$ cat src/rtl/rf_mp.sv
// Multi-port register file with optional write-to-read bypass and a per-register
// busy scoreboard (decode reserves a destination, writeback clears it).
module rf_mp #(
  parameter int XLEN     = 32,
  parameter int NREG     = 32,
  parameter int AW       = $clog2(NREG),
  parameter int NRD      = 2,
  parameter int NWR      = 1,
  parameter int ZERO_REG = 1,
  parameter int BYPASS   = 1
) (
  input  logic                clk,
  input  logic                rst,
  input  logic [NRD*AW-1:0]   raddr,
  output logic [NRD*XLEN-1:0] rdata,
  output logic [NRD-1:0]      rbusy,
  input  logic [NWR-1:0]      wen,
  input  logic [NWR*AW-1:0]   waddr,
  input  logic [NWR*XLEN-1:0] wdata,
  input  logic                rsv_en,
  input  logic [AW-1:0]       rsv_addr,
  output logic [NREG-1:0]     busy_vec
);

  localparam bit ZR = (ZERO_REG != 0);
  localparam bit BP = (BYPASS != 0);

  logic [XLEN-1:0] regs_q [NREG];
  logic [XLEN-1:0] regs_d [NREG];
  logic [NREG-1:0] busy_q;
  logic [NREG-1:0] busy_d;

  // Next state: writes in port order so the higher port wins; reserve applied last
  // so a new producer overrides a same-cycle writeback clear.
  always_comb begin : next_state
    logic [AW-1:0] wa;
    wa     = '0;
    regs_d = regs_q;
    busy_d = busy_q;
    for (int j = 0; j < NWR; j++) begin
      wa = waddr[j*AW +: AW];
      if (wen[j] && !(ZR && (wa == '0))) begin
        regs_d[wa] = wdata[j*XLEN +: XLEN];
        busy_d[wa] = 1'b0;
      end else begin
        regs_d[wa] = regs_d[wa];
      end
    end
    if (rsv_en && !(ZR && (rsv_addr == '0))) begin
      busy_d[rsv_addr] = 1'b1;
    end else begin
      busy_d = busy_d;
    end
  end

  // State registers with synchronous reset.
  always_ff @(posedge clk) begin
    if (rst) begin
      for (int r = 0; r < NREG; r++) begin
        regs_q[r] <= '0;
      end
      busy_q <= '0;
    end else begin
      regs_q <= regs_d;
      busy_q <= busy_d;
    end
  end

  // Read ports; the bypass is suppressed while reset is asserted so reads show
  // stored contents, and register 0 overrides everything when hardwired.
  always_comb begin : read_ports
    logic [AW-1:0]   ra;
    logic [XLEN-1:0] rd;
    logic            rb;
    ra    = '0;
    rd    = '0;
    rb    = 1'b0;
    rdata = '0;
    rbusy = '0;
    for (int i = 0; i < NRD; i++) begin
      ra = raddr[i*AW +: AW];
      rd = regs_q[ra];
      rb = busy_q[ra];
      if (BP && !rst) begin
        for (int j = 0; j < NWR; j++) begin
          if (wen[j] && (waddr[j*AW +: AW] == ra)) begin
            rd = wdata[j*XLEN +: XLEN];
            if (!(rsv_en && (rsv_addr == ra))) begin
              rb = 1'b0;
            end else begin
              rb = rb;
            end
          end else begin
            rd = rd;
          end
        end
      end else begin
        rd = rd;
      end
      if (ZR && (ra == '0)) begin
        rd = '0;
        rb = 1'b0;
      end else begin
        rb = rb;
      end
      rdata[i*XLEN +: XLEN] = rd;
      rbusy[i]              = rb;
    end
  end

  assign busy_vec = busy_q;

endmodule

$ cat config.mk
export PLATFORM = sky130hd
export DESIGN_NAME = rf_mp
export DESIGN_NICKNAME = d
export VERILOG_FILES = /design/src/rtl/rf_mp.sv
export SDC_FILE = /design/constraint.sdc
export NUM_CORES = 2
export LEC_CHECK = 0
export BUFFER_PORTS_ARGS = -buffer_cell sky130_fd_sc_hd__buf_2
export CAP_MARGIN = 10
export CELL_PAD_IN_SITES_DETAIL_PLACEMENT = 0
export CELL_PAD_IN_SITES_GLOBAL_PLACEMENT = 1
export CORE_MARGIN = 4
export CORE_UTILIZATION = 31
export CTS_CLUSTER_SIZE = 24
export DETAILED_ROUTE_END_ITERATION = 7
export GPL_TIMING_DRIVEN = 0
export PLACE_DENSITY = 0.62
export REMOVE_ABC_BUFFERS = 1
export SKIP_LAST_GASP = 1
export SLEW_MARGIN = 5
export SYNTH_ARGS = -nofsm -noshare
export SYNTH_HDL_FRONTEND = slang
export SYNTH_SLANG_ARGS = --single-unit
$ cat constraint.sdc
create_clock -name clk -period 3 [get_ports clk]
set_input_delay 0.3 -clock clk [delete_from_list [all_inputs] [get_ports clk]]
set_output_delay 0.3 -clock clk [all_outputs]
set_load 0.01 [all_outputs]
==> flow_results.org <==
** Routing
- Number of optimization iterations in the first detailed-route pass :: 8
- Wirelength per Cell :: 34.8 um
- For this run, design rule violations remaining after detail routing come to 1.
- Detailed routing inserted a total of 64954 vias.
- After detailed routing, the number of vias per cell comes to 6.44.
- Detailed-route wire length :: 351000 um
- Count of routing violations after the opening detailed-route iteration :: 10454
- In this run the remaining antenna-violating nets after routing total 0.

** GRT
- Global routing used 31.0% of the available tracks across all layers.
- Global-route wire length before repair :: 477000 um
- GRT overflow :: 0
- Via count of the first global-routing pass :: 60042
- The number of antenna violations at the first check in global routing is 26.
- Entering global routing, the biggest net connects 134 pins.

** Yosys
- Share of Yosys cell area claimed by the top area cell type :: 32.9%
- Most frequent cell after synthesis :: sky130_fd_sc_hd__nand2_1
- After synthesis, the share of flip-flops with an asynchronous set or reset is 0%.
- Cell accounting for the most synthesized area :: sky130_fd_sc_hd__dfxtp_1
- The synthesized design contains 1056 register bits.
- Count of flip-flops with a built-in enable after synthesis :: 0
- Synthesis produced 7410 cells.
- The commonest cells after synthesis are sky130_fd_sc_hd__nand2_1 (2171), sky130_fd_sc_hd__a21oi_1 (1069), sky130_fd_sc_hd__dfxtp_1 (1056).
- Count of warnings emitted by yosys :: 0
- Mean post-synth cell area :: 8.68 sq um
- Post-Syn Area :: 0.0643 sq mm
- Primary FF master, synth :: sky130_fd_sc_hd__dfxtp_1
- Cells taking the most area after synthesis :: sky130_fd_sc_hd__dfxtp_1 (33%), sky130_fd_sc_hd__mux4_2 (20%), sky130_fd_sc_hd__nand2_1 (13%), sky130_fd_sc_hd__a21oi_1 (8.3%), sky130_fd_sc_hd__mux2i_1 (6.5%)
- Proportion of synthesized chip area in sequential cells :: 32.9%
- Library cells used by synthesis :: 62

** Place
- Pre-CTS setup slack :: -1.97 ns
- Including well taps, the total number of placed cells is 9686.
- RD Place Congestion :: 0.811
- Input and output buffers added on the ports amount to 153.
- Detailed placement finished with a half-perimeter wire length of 201000 um.

** Timing
- In the finished design, the share of the clock period the worst path needs comes to 102%.
- Setup repair after global routing could not meet its margin everywhere.
- Setup violations remaining at the end of the flow were counted as 19.
- The worst pin sits at a relative slew slack of 26.5%.
- The tightest hold path in the finished design has a slack of 0.0364 ns.
- For the pin with the worst max-slew slack, the measured transition is 1.10 ns.
- In the post-route analysis, the smallest setup slack over all paths is -0.0535 ns.
- The total count of hold-check failures in the final report came to 0.
- Derived from the worst setup path, the maximum achievable clock frequency is 0.327 GHz.
- The max-slew violation total from the final report came to 0.
- Subtracting the final worst setup slack from the clock period gives 3.05 ns.
- Final clock skew :: 0.0325 ns

** Final layout
- Combined flip-flop and latch cell area :: 0.0211 sq mm
- Final cell utilization of the core :: 38.0%
- Fraction of layout cells with a size suffix above 1 :: 20.9%
- Non-filler instance count after layout :: 10081
- In the final layout, the multi-input gates occupy 0.0405 sq mm.
- Layout area overhead :: 21.4%
- Fillcell total :: 20184
- Number of nets in the finished design :: 7333

** CTS
- Buffer levels on the longest clock path :: 3
- Clock latency reported for the late side of the worst-skew pair :: 0.80 ns
- The cell sitting at the root of the clock tree is a sky130_fd_sc_hd__clkbuf_16.
- The number of clock buffers added by TritonCTS is 134.
- Counting every sink on the clock net gives 1056.
- CTS built an H-tree with a depth of 4.
- CTS tree :: built
- After clock tree synthesis, the clock-pin slew on the worst setup and hold paths is 0.06 ns.

** Outcome
- Run status :: complete, but fails checks
- Violations in the final reports :: DRC, setup timing

** Critical path
- Of all nets on the critical path, the largest fanout is 35.
- The setup path with the least slack is of type in2reg.
- STA classifies the critical path startpoint as an input port.
- STA classifies the critical path endpoint as a register.
- Crit path DAT :: 3.76 ns
- At the worst endpoint, the required time is 3.71 ns.

** Power
- Overall power consumption after layout is estimated at 37.5 mW.
- Highest ir drop seen on vdd :: 0.358 mV
- Power Dens Cells :: 481 mW/mm^2
- LEAKAGE :: 27.0 nW

** Floorplan
- Top-level I/O count :: 154
- Die Span Y :: 463 um
- The die covers 0.215 sq mm.
- Core Rows :: 166
- Core Footprint :: 0.205 sq mm
- Initial Util :: 31.3%
- From left edge to right edge, the die measures 463 um.

** Job
- The tool flagged a number of max-cap violations equal to 0.

** Min path
- Worst hold path class :: in2reg
-- stage by stage --
step,cell area [sq um],TNS (ns)
detailed placement,70100,-1395.29
global route,78000,-0.252
CTS,77300,-0.0804
finish,78100,-0.522
floorplan,60500,-101.78
global placement,64600,-
-- cells in the final DEF, fill, tap and decap left out, types with 13 or more instances in the layout --
cell type	instances
sky130_fd_sc_hd__buf_4	73
sky130_fd_sc_hd__o22ai_1	57
sky130_fd_sc_hd__nand4_1	108
sky130_fd_sc_hd__a22oi_1	186
sky130_fd_sc_hd__nand3_1	174
sky130_fd_sc_hd__a221oi_1	24
sky130_fd_sc_hd__buf_16	117
sky130_fd_sc_hd__nand3b_1	35
sky130_fd_sc_hd__nor2b_1	40
sky130_fd_sc_hd__a211oi_1	18
sky130_fd_sc_hd__buf_12	82
sky130_fd_sc_hd__or3_1	29
sky130_fd_sc_hd__o41ai_1	24
sky130_fd_sc_hd__clkbuf_8	28
sky130_fd_sc_hd__diode_2	13
sky130_fd_sc_hd__clkbuf_1	28
sky130_fd_sc_hd__nand2_4	30
sky130_fd_sc_hd__mux2_2	65
sky130_fd_sc_hd__nor2_1	110
sky130_fd_sc_hd__a211o_1	25
sky130_fd_sc_hd__clkinv_2	18
sky130_fd_sc_hd__a22o_1	39
sky130_fd_sc_hd__o21ai_0	106
sky130_fd_sc_hd__nor3b_1	23
sky130_fd_sc_hd__nor2_4	32
sky130_fd_sc_hd__o21ai_1	14
sky130_fd_sc_hd__clkbuf_16	145
sky130_fd_sc_hd__a21oi_1	1056
sky130_fd_sc_hd__o22a_2	26
sky130_fd_sc_hd__bufinv_16	13
sky130_fd_sc_hd__nor3_1	29
sky130_fd_sc_hd__nand2b_1	22
sky130_fd_sc_hd__mux2i_1	420
sky130_fd_sc_hd__buf_2	136
sky130_fd_sc_hd__mux4_2	557
sky130_fd_sc_hd__bufbuf_16	51
sky130_fd_sc_hd__dfxtp_1	1056
sky130_fd_sc_hd__buf_6	22
sky130_fd_sc_hd__nand2_1	2138
-- layout make-up --
type	count	area share, %
clock buffers	196	5.12
repair buffers	506	10.7
well taps	2688	4.31
inverters	2	0.0160
diodes	13	0.0417
clock inverters	43	0.789
flip-flops and latches	1056	27.1
multi-input cells	5577	51.9
-- sequential cells by signal, summed over array words and instances, names as in the netlist --
register  flops
busy_vec     32
regs_q     1024
-- path summary, 6_finish.rpt --
kind / start / endpoint / slack [ns] / cells after the start
worst min register to register: regs_q[567] / regs_q[567] / 0.48 / 2
worst max-delay path: waddr[2] / regs_q[507] / -0.05 / 11
worst min-delay path: rsv_addr[4] / busy_vec[21] / 0.04 / 5
worst max register to register: regs_q[406] / regs_q[982] / 0.65 / 6
-- cells by family (layout without fill, tap and decap cells) --
group / count (synthesis) / in the layout / synth area share, %
buf+inv: 780 / 747 / 5.96
simple gates: 2837 / 2840 / 18.4
xor+xnor: 20 / 20 / 0.272
compound gates: 1675 / 1675 / 15.4
flops: 1056 / 1056 / 32.9
other cells: 0 / 13 / 0
mux: 1042 / 1042 / 27.2
-- metal layers --
metal	global-route usage, %	vias up	share of wire [%]
met5	0	-	0.015
met2	44.5	5005	41
met3	9.53	1240	13
met1	41.0	32166	38
li1	-	26535	-
met4	17.9	8	6.9
-- report_power, final --
group	leakage, nW	total (mW)	internal, mW	switching (mW)
clock	2.27	17.4	10.4	7.01
combinational	16.2	5.83	1.99	3.84
sequential	8.52	14.3	14.2	0.143
total	27.0	37.5	26.5	11.0
-- what timing repair did --
| action | CTS | global route |
|---|---|---|
| gates resized for setup | 94 | 55 |
| buffers inserted | 36 | 32 |
| hold buffers | 11 | 0 |
| pin swaps | 14 | 20 |
| endpoints found under the setup margin | 1073 | 125 |
| endpoints found under the hold margin | 80 | 0 |
| cloned | 56 | 6 |
-- worst max-delay path, stage by stage --
cell                      delay (ns)
sky130_fd_sc_hd__buf_4          0.33
sky130_fd_sc_hd__buf_16         0.32
sky130_fd_sc_hd__nor2b_4        0.63
sky130_fd_sc_hd__buf_12         0.29
sky130_fd_sc_hd__buf_16         0.20
sky130_fd_sc_hd__a22oi_1        0.10
sky130_fd_sc_hd__a21oi_1        0.29
sky130_fd_sc_hd__o22a_1         0.71
sky130_fd_sc_hd__buf_6          0.26
sky130_fd_sc_hd__nand2_1        0.07
sky130_fd_sc_hd__a21oi_1        0.15
(Power assumes the default switching activity.)
